### src/rtl/uart_cmd_pkg.sv
// Shared types and constants for the UART command decoder: FSM states, status codes
// and command byte layout.
package uart_cmd_pkg;

  typedef enum logic [2:0] {
    StIdle,
    StRxData,
    StIssue,
    StWait,
    StTxStatus,
    StTxData
  } state_e;

  localparam logic [7:0] ST_OK     = 8'h00;
  localparam logic [7:0] ST_BADCMD = 8'hE1;
  localparam logic [7:0] ST_RXTO   = 8'hE2;
  localparam logic [7:0] ST_BUSTO  = 8'hE3;
  localparam logic [7:0] ST_BUSERR = 8'hEE;

  localparam int unsigned CMD_WR_BIT  = 7;
  localparam int unsigned CMD_RSV_MSB = 6;

  // Bits [CMD_RSV_MSB:addr_w] of a command byte must be zero.
  function automatic logic [7:0] rsv_mask(int unsigned addr_w);
    logic [7:0] m;
    m = '0;
    for (int unsigned i = 0; i <= CMD_RSV_MSB; i++) begin
      if (i >= addr_w) m[i] = 1'b1;
    end
    return m;
  endfunction

endpackage

### src/rtl/uart_cmd_decoder.sv
// Parses binary read/write commands from a UART RX byte stream, issues one native request
// and returns a status byte (plus read data) on the UART TX byte stream.
module uart_cmd_decoder
  import uart_cmd_pkg::*;
#(
  parameter int unsigned W       = 32,
  parameter int unsigned A       = 4,
  parameter int unsigned TIMEOUT = 100000
) (
  input  logic         clk_i,
  input  logic         rst_n_i,
  input  logic         rx_valid_i,
  input  logic [7:0]   rx_data_i,
  output logic         tx_valid_o,
  output logic [7:0]   tx_data_o,
  input  logic         tx_ready_i,
  output logic         wr_valid_o,
  output logic [A-1:0] wr_addr_o,
  output logic [W-1:0] wr_data_o,
  input  logic         wr_ready_i,
  input  logic         wr_err_i,
  output logic         rd_valid_o,
  output logic [A-1:0] rd_addr_o,
  input  logic         rd_ready_i,
  input  logic [W-1:0] rd_data_i,
  input  logic         rd_err_i,
  output logic         ovf_o
);

  localparam int unsigned NB = W / 8;
  localparam int unsigned TW = $clog2(TIMEOUT + 1);
  localparam int unsigned CW = (NB > 1) ? $clog2(NB) : 1;
  localparam logic [TW-1:0] ToMax    = TW'(TIMEOUT);
  localparam logic [CW-1:0] LastByte = CW'(NB - 1);
  localparam logic [7:0]    RsvMask  = rsv_mask(A);

  state_e         state_q, state_d;
  logic           wr_q, wr_d;
  logic [A-1:0]   addr_q, addr_d;
  logic [W-1:0]   data_q, data_d;
  logic [CW-1:0]  cnt_q, cnt_d;
  logic [TW-1:0]  to_q, to_d;
  logic [7:0]     status_q, status_d;
  logic           ovf_q, ovf_d;
  logic           done, err;
  logic [W-1:0]   tx_shift;

  always_ff @(posedge clk_i or negedge rst_n_i) begin
    if (!rst_n_i) begin
      state_q  <= StIdle;
      wr_q     <= 1'b0;
      addr_q   <= '0;
      data_q   <= '0;
      cnt_q    <= '0;
      to_q     <= '0;
      status_q <= '0;
      ovf_q    <= 1'b0;
    end else begin
      state_q  <= state_d;
      wr_q     <= wr_d;
      addr_q   <= addr_d;
      data_q   <= data_d;
      cnt_q    <= cnt_d;
      to_q     <= to_d;
      status_q <= status_d;
      ovf_q    <= ovf_d;
    end
  end

  assign done = wr_q ? wr_ready_i : rd_ready_i;
  assign err  = wr_q ? wr_err_i : rd_err_i;

  always_comb begin
    state_d  = state_q;
    wr_d     = wr_q;
    addr_d   = addr_q;
    data_d   = data_q;
    cnt_d    = cnt_q;
    to_d     = to_q;
    status_d = status_q;
    ovf_d    = ovf_q;

    // Bytes arriving while a command is in flight are dropped.
    if (rx_valid_i && !(state_q inside {StIdle, StRxData})) ovf_d = 1'b1;

    case (state_q)
      StIdle: begin
        if (rx_valid_i) begin
          wr_d   = rx_data_i[CMD_WR_BIT];
          addr_d = rx_data_i[A-1:0];
          if ((rx_data_i & RsvMask) != 8'h00) begin
            status_d = ST_BADCMD;
            state_d  = StTxStatus;
          end else if (rx_data_i[CMD_WR_BIT]) begin
            data_d  = '0;
            cnt_d   = '0;
            to_d    = '0;
            state_d = StRxData;
          end else begin
            state_d = StIssue;
          end
        end
      end
      StRxData: begin
        if (rx_valid_i) begin
          data_d = (data_q << 8) | W'(rx_data_i);
          to_d   = '0;
          if (cnt_q == LastByte) state_d = StIssue;
          else                   cnt_d   = cnt_q + CW'(1);
        end else if (to_q == ToMax) begin
          data_d   = '0;
          status_d = ST_RXTO;
          state_d  = StTxStatus;
        end else begin
          to_d = to_q + TW'(1);
        end
      end
      StIssue: begin
        if (!wr_q || wr_ready_i) begin
          to_d    = '0;
          state_d = StWait;
        end
      end
      StWait: begin
        if (done) begin
          if (!wr_q) data_d = rd_data_i;
          status_d = err ? ST_BUSERR : ST_OK;
          state_d  = StTxStatus;
        end else if (to_q == ToMax) begin
          status_d = ST_BUSTO;
          state_d  = StTxStatus;
        end else begin
          to_d = to_q + TW'(1);
        end
      end
      StTxStatus: begin
        if (tx_ready_i) begin
          if (!wr_q && status_q == ST_OK) begin
            cnt_d   = '0;
            state_d = StTxData;
          end else begin
            state_d = StIdle;
          end
        end
      end
      StTxData: begin
        if (tx_ready_i) begin
          if (cnt_q == LastByte) state_d = StIdle;
          else                   cnt_d   = cnt_q + CW'(1);
        end
      end
      default: state_d = StIdle;
    endcase
  end

  always_comb begin
    tx_shift   = data_q >> (8 * (NB - 1 - 32'(cnt_q)));
    tx_valid_o = 1'b0;
    tx_data_o  = 8'h00;
    case (state_q)
      StTxStatus: begin
        tx_valid_o = 1'b1;
        tx_data_o  = status_q;
      end
      StTxData: begin
        tx_valid_o = 1'b1;
        tx_data_o  = tx_shift[7:0];
      end
      default: ;
    endcase
    wr_valid_o = (state_q == StIssue) && wr_q && wr_ready_i;
    rd_valid_o = (state_q == StIssue) && !wr_q;
    wr_addr_o  = addr_q;
    rd_addr_o  = addr_q;
    wr_data_o  = data_q;
    ovf_o      = ovf_q;
  end

endmodule

### config.mk
export PLATFORM = sky130hd
export DESIGN_NAME = uart_cmd_decoder
export DESIGN_NICKNAME = d
export VERILOG_FILES = /design/src/rtl/uart_cmd_pkg.sv /design/src/rtl/uart_cmd_decoder.sv
export SDC_FILE = /design/constraint.sdc
export NUM_CORES = 1
export LEC_CHECK = 0
export CELL_PAD_IN_SITES_DETAIL_PLACEMENT = 0
export CELL_PAD_IN_SITES_GLOBAL_PLACEMENT = 1
export CORE_ASPECT_RATIO = 1.2
export CORE_UTILIZATION = 33
export DETAILED_ROUTE_END_ITERATION = 16
export PLACE_DENSITY = 0.83
export SKIP_LAST_GASP = 1
export SLEW_MARGIN = 40
export SYNTH_ARGS = -nofsm -noshare
export SYNTH_HDL_FRONTEND = slang
export SYNTH_SLANG_ARGS = --single-unit
### constraint.sdc
create_clock -name clk_i -period 1.9 [get_ports clk_i]
set_input_delay 0.285 -clock clk_i [delete_from_list [all_inputs] [get_ports clk_i]]
set_output_delay 0.285 -clock clk_i [all_outputs]
set_load 0.01 [all_outputs]
* After elaboration in Yosys (flattened, before gate mapping)
Index checks and enable logic that the tools add are counted.
Storage, ports and cells: bits in registers 68, bits in latches 0, bits in writable memories 0, memory bits (read-only) 0, bits of input ports 48, output and inout bits 52, logic and storage cells 110, memories 0
Cells by class: add/subtract/negate cells 3, multipliers 0, div/mod/pow operators 0, $lt $le $gt $ge 0, equal/unequal tests 25, shifts and indexed selects 1, multiplexer cells 50, bitwise logic cells 1, reduce and logical (&&, ||, !) cells 22
Operator list (number):
- 32-bit 2-to-1 mux | 7
- 17-bit 2-to-1 mux | 7
- 32-bit one-hot mux with 3 select lines | 1
- 17-bit one-hot mux with 4 select lines | 1
- 8-bit 2-to-1 mux | 7
- 3-bit 2-to-1 mux | 11
- 32-bit by 8-bit OR with 32-bit output | 1
- 32-bit by 32-bit >> shifter with 8-bit output | 1
- 2-bit inequality test, second input constant | 13
- 8-bit one-hot mux with 3 select lines | 1
- 2-bit 2-to-1 mux | 9
- 3-bit one-hot mux with 6 select lines | 1
- 6-bit AND reduction | 3
- 17-bit by 1-bit adder with 17-bit output, second input constant | 1
- 17-bit == test, second input constant | 1
- 8-bit one-hot mux with 2 select lines | 1
- 8-bit zero test | 1
- 2-bit one-hot mux with 4 select lines | 1
- 8-bit AND reduction | 1
- 4-bit nonzero test | 2
- 8-bit nonzero test | 1
- 7-bit AND reduction | 1
- 3-bit by 2-bit == test with 1-bit output, second input constant | 2
- 3-bit == test, second input constant | 2
- other kinds (16) | 25

* Longest topological paths before layout
depth after elaboration 5, mapped depth 8

* Worst setup path after synthesis
OpenSTA, ideal clock, no wires.
kind reg2reg, start register wr_q, end register cnt_q[0], setup time 0.125 ns, arrival 1.751 ns, data required time 1.775 ns, setup slack 0.025 ns, cell stages (with the launch flop) 7, path through dfrtp_1 buf_4 or4_1 nor3_2 a211oi_1 nor4_2 mux2_2
Between the ends: cells in the longest elaborated chain, start to end 4
Ends and longest elaborated chain:
- from (decl) | RTL line uart_cmd_decoder.sv:38 | logic wr_q, wr_d;
- from (signal assigned) | RTL line uart_cmd_decoder.sv:60 | wr_q <= wr_d;
- 1-bit zero test | RTL line uart_cmd_decoder.sv:138 | if (!wr_q && status_q == ST_OK) begin
- 1-bit logical AND | RTL line uart_cmd_decoder.sv:138
- 2-bit inequality test (no line)
- 8-bit AND reduction (no line)
- to (signal assigned) | RTL line uart_cmd_decoder.sv:63 | cnt_q <= cnt_d;
- to (decl) | RTL line uart_cmd_decoder.sv:41 | logic [CW-1:0] cnt_q, cnt_d;
No other way between the ends. A chain may end at the register's enable or synchronous reset.

* Worst setup path in the final report
start register cnt_q[0], end output tx_data_o[1]
Between the ends: cells in the longest elaborated chain, start to end 3
Ends and longest elaborated chain:
- 2-bit by 2-bit subtractor with 3-bit output | RTL line uart_cmd_decoder.sv:157 | tx_shift = data_q >> (8 * (NB - 1 - 32'(cnt_q)));
- 32-bit by 32-bit >> shifter with 8-bit output | RTL line uart_cmd_decoder.sv:157
- 8-bit one-hot mux with 2 select lines | RTL line uart_cmd_decoder.sv:160 | case (state_q)
- to (decl) | RTL line uart_cmd_decoder.sv:15 | output logic [7:0] tx_data_o,
No other way between the ends.

==> flow_summary.toml <==
[layout]
syn_to_final_growth_pct = 69.54
drive_gt1_share_pct = 37.77
diodes = 0
fin_nets = 647
final_core_util_pct = 57.85
final_cells = 755

[route]
drc = 0
drt-initial-drc-count = 244
vias = 4244
wl_microns = 14340
dr.pass1.iters = 5
drt-wirelength-per-cell_microns = 18.99
ant_nets = 0
via_per_inst = 5.621

[synth]
ys_warn_count = 0
synth_async_sr_flop_share_pct = 100.0
yosys.area.top_type = "dfrtp_1"
synth_cell_types = 56
yosysTopAreaCellShare_pct = 42.33
ys_seq_area_share_pct = 42.33
synth_ff_type = "dfrtp_1"
syn_area_sq_um = 3784
synth_cells = 411
synth_nets = 462
yosys_register_bits = 64
postSynthAreaPerCell_sq_um = 9.206
synth_edf_count = 0
synthTopCellsByArea = "dfrtp_1 42%, a21oi_1 10%, a22oi_1 6.3%"

[global_routing]
grt_pass1_wl_microns = 20980
gr-usage-met3_pct = 4.284
grt_use_total_pct = 22.69
grtUsageMet1_pct = 28.07
antenna_found_initial = 0
grt_max_degree = 38
grt_use_met2_pct = 38.28
grt_pass1_vias = 4212
grt_busiest_layer = "met2"
grt-ovfl-total = 0

[floorplanning]
initial_core_util_pct = 34.12
num_rows = 42
die_y_microns = 119.3
core_sq_um = 11090
dieWidth_microns = 99.75
die_area_sq_um = 11900
io-pin-count = 100

[power_and_ir_drop]
powerDensity_nw_per_um2 = 1440
fin_total_pwr_mw = 9.240
irDropWorstVdd_mv = 0.8772
leakage_nw = 2.629

[clock_network]
htree_levels = 3
path_clk_slew_ns = 0.06
worst_skew_pair.late_latency_ns = 0.35
cts.path.max_buffers = 2
cts_buffers = 9
cts-root-buf = "clkbuf_16"
cts_tree = "built"
cts.sinks = 64

[sta]
period_needed_ns = 2.102
drv_slew = 0
rsz0062_at_grt = "yes"
timing.final.hold_violations = 0
setup_viol = 15
worstMarginPinSlew_ns = 0.5132
relSlewSlack_pct = 65.43
post-route-period-util_pct = 110.6
fmax_ghz = 0.4758
skew_ns = 0.01111
setup_ws_ns = -0.2017

[place]
portBuffers = 99
hpwl_microns = 9369
dpl.cell_count = 712
routabilityCongestion = 0.8825

[worst_hold_path]
min_path_type = "reg -> reg"
hold_depth = 1
hold_end = "ovf_o"
min_from = "ovf_o"

[worst_setup_path]
cp.arrival_ns = 1.82
rr_worst_depth = 6
worst-r2r-setup-slack_ns = -0.15
critPathKind = "reg -> out"
cp-end-kind = "output port"
cp.required_ns = 1.62
cp_max_fo = 3
reg2reg_from = "wr_q"
r2r_end = "cnt_q[1]"
cp-start-kind = "flop"

[outcome]
outcome = "complete, but fails checks"
violations = "setup timing"

[run]
cap_violations = 0
per-layer routing:
metal	vias to the layer above	wire (microns)
li1	1917	-
met1	2070	5588
met2	217	7276
met3	40	926
met4	0	543
met5	-	0
registers in the layout, summed over array words and instances, names as in the netlist:
name       cells
state_q        3
cnt_q          2
wr_q           1
to_q          17
ovf_o          1
status_q       4
rd_addr_o      4
wr_data_o     32
cells by family (layout without fill, tap and decap cells):
logic type	Yosys count	in the layout	synth area share, %
compound gates	170	170	27.68
flops	64	64	42.33
simple gates	105	105	14.88
buf+inv	50	240	6.217
mux	19	19	7.904
fa+ha+maj	3	3	0.9922
cells in the final DEF (no fill, tap or decap), types with 3 or more instances in the layout:
master / instances
and3_1: 5
nand2b_1: 4
dfrtp_1: 61
a21oi_2: 36
nand2_1: 24
buf_12: 8
buf_4: 90
a21o_1: 4
nor2b_1: 3
a21oi_1: 43
nand3_1: 8
nor2_1: 19
nand4_1: 6
o21ai_0: 16
dfrtp_2: 3
buf_2: 7
inv_1: 8
a31oi_1: 10
mux4_2: 8
nor3_1: 7
mux2i_1: 3
clkdlybuf4s50_1: 84
o21ai_1: 9
mux2_2: 5
a22oi_1: 32
dlymetal6s2s_1: 4
clkbuf_16: 12
buf_6: 14
inv_6: 3
report_power, final:
part / internal (mW) / switching, mW
combinational: 2.90 / 2.43
sequential: 1.87 / 0.444
clock: 0.907 / 0.690
how the worst max path moves through the flow:
stage	from	slack, ns	to	depth (start not counted)
global placement	rx_data_i[4]	-0.34	to_q[13]	8
CTS	cnt_q[1]	-0.21	tx_data_o[4]	4
finish	cnt_q[0]	-0.20	tx_data_o[1]	5
detailed placement	rx_data_i[6]	-0.40	to_q[15]	8
global route	cnt_q[0]	-0.25	tx_data_o[1]	5
floorplan	wr_q	0.02	cnt_q[0]	6
worst max-delay path: stages, from the launching register on:
cell and delay [ns]:
dfrtp_2 0.41, buf_12 0.13, mux4_2 0.52, mux2i_1 0.18, nor2_1 0.08, buf_2 0.14
Yosys cell counts (2+ instances only):
cell type and count:
a21oi_1 79, dfrtp_1 64, a22oi_1 32, nand2_1 25, o21ai_0 25, nor2_1 22
clkbuf_1 18, buf_2 11, a31oi_1 10, buf_4 9, nand3_1 9, inv_1 8
mux4_2 8, mux2_2 7, nor3_1 7, and3_1 6, nand4_1 6, nand2b_1 5
a21o_1 4, mux2i_1 4, nor2b_1 4, o31ai_1 4, buf_1 3, ha_1 3
nor3b_1 2, nor4_1 2, o32a_1 2, or2_2 2, or3_1 2, or4_1 2
layout make-up:
class                      instances  area [sq um]
sequential                        64          1605
timing repair buffer             215          2039
clock inverter                     7         61.31
clock buffer                       9         225.2
fill                             930          4673
multi-input combinational        297          2257
inverter                           9         33.78
tap                              154         192.7
what timing repair did:
item / in CTS / in global routing
endpoints found under the hold margin: 27 / 0
pin swaps: 7 / 13
setup endpoints to repair: 26 / 68
gates resized for setup: 45 / 94
buffers inserted: 14 / 8
hold buffers: 1 / 0
gates cloned: 0 / 4
metrics by stage:
stage | setup WS, ns | setup TNS [ns] | hold WS (ns) | area [sq um]
final | -0.2017 | -1.199 | 0.4713 | 6415
after global routing | -0.2509 | -2.536 | 0.5002 | 6415
after CTS | -0.2059 | -1.678 | 0.4742 | 5949
after detailed placement | -0.3953 | -16.29 | 0.3263 | 5520
after global placement | -0.3387 | -14.99 | 0.3279 | 5520
after floorplan | 0.02457 | 0 | -0.01059 | 3784
No activity file was read; power rests on OpenSTA's default activity.
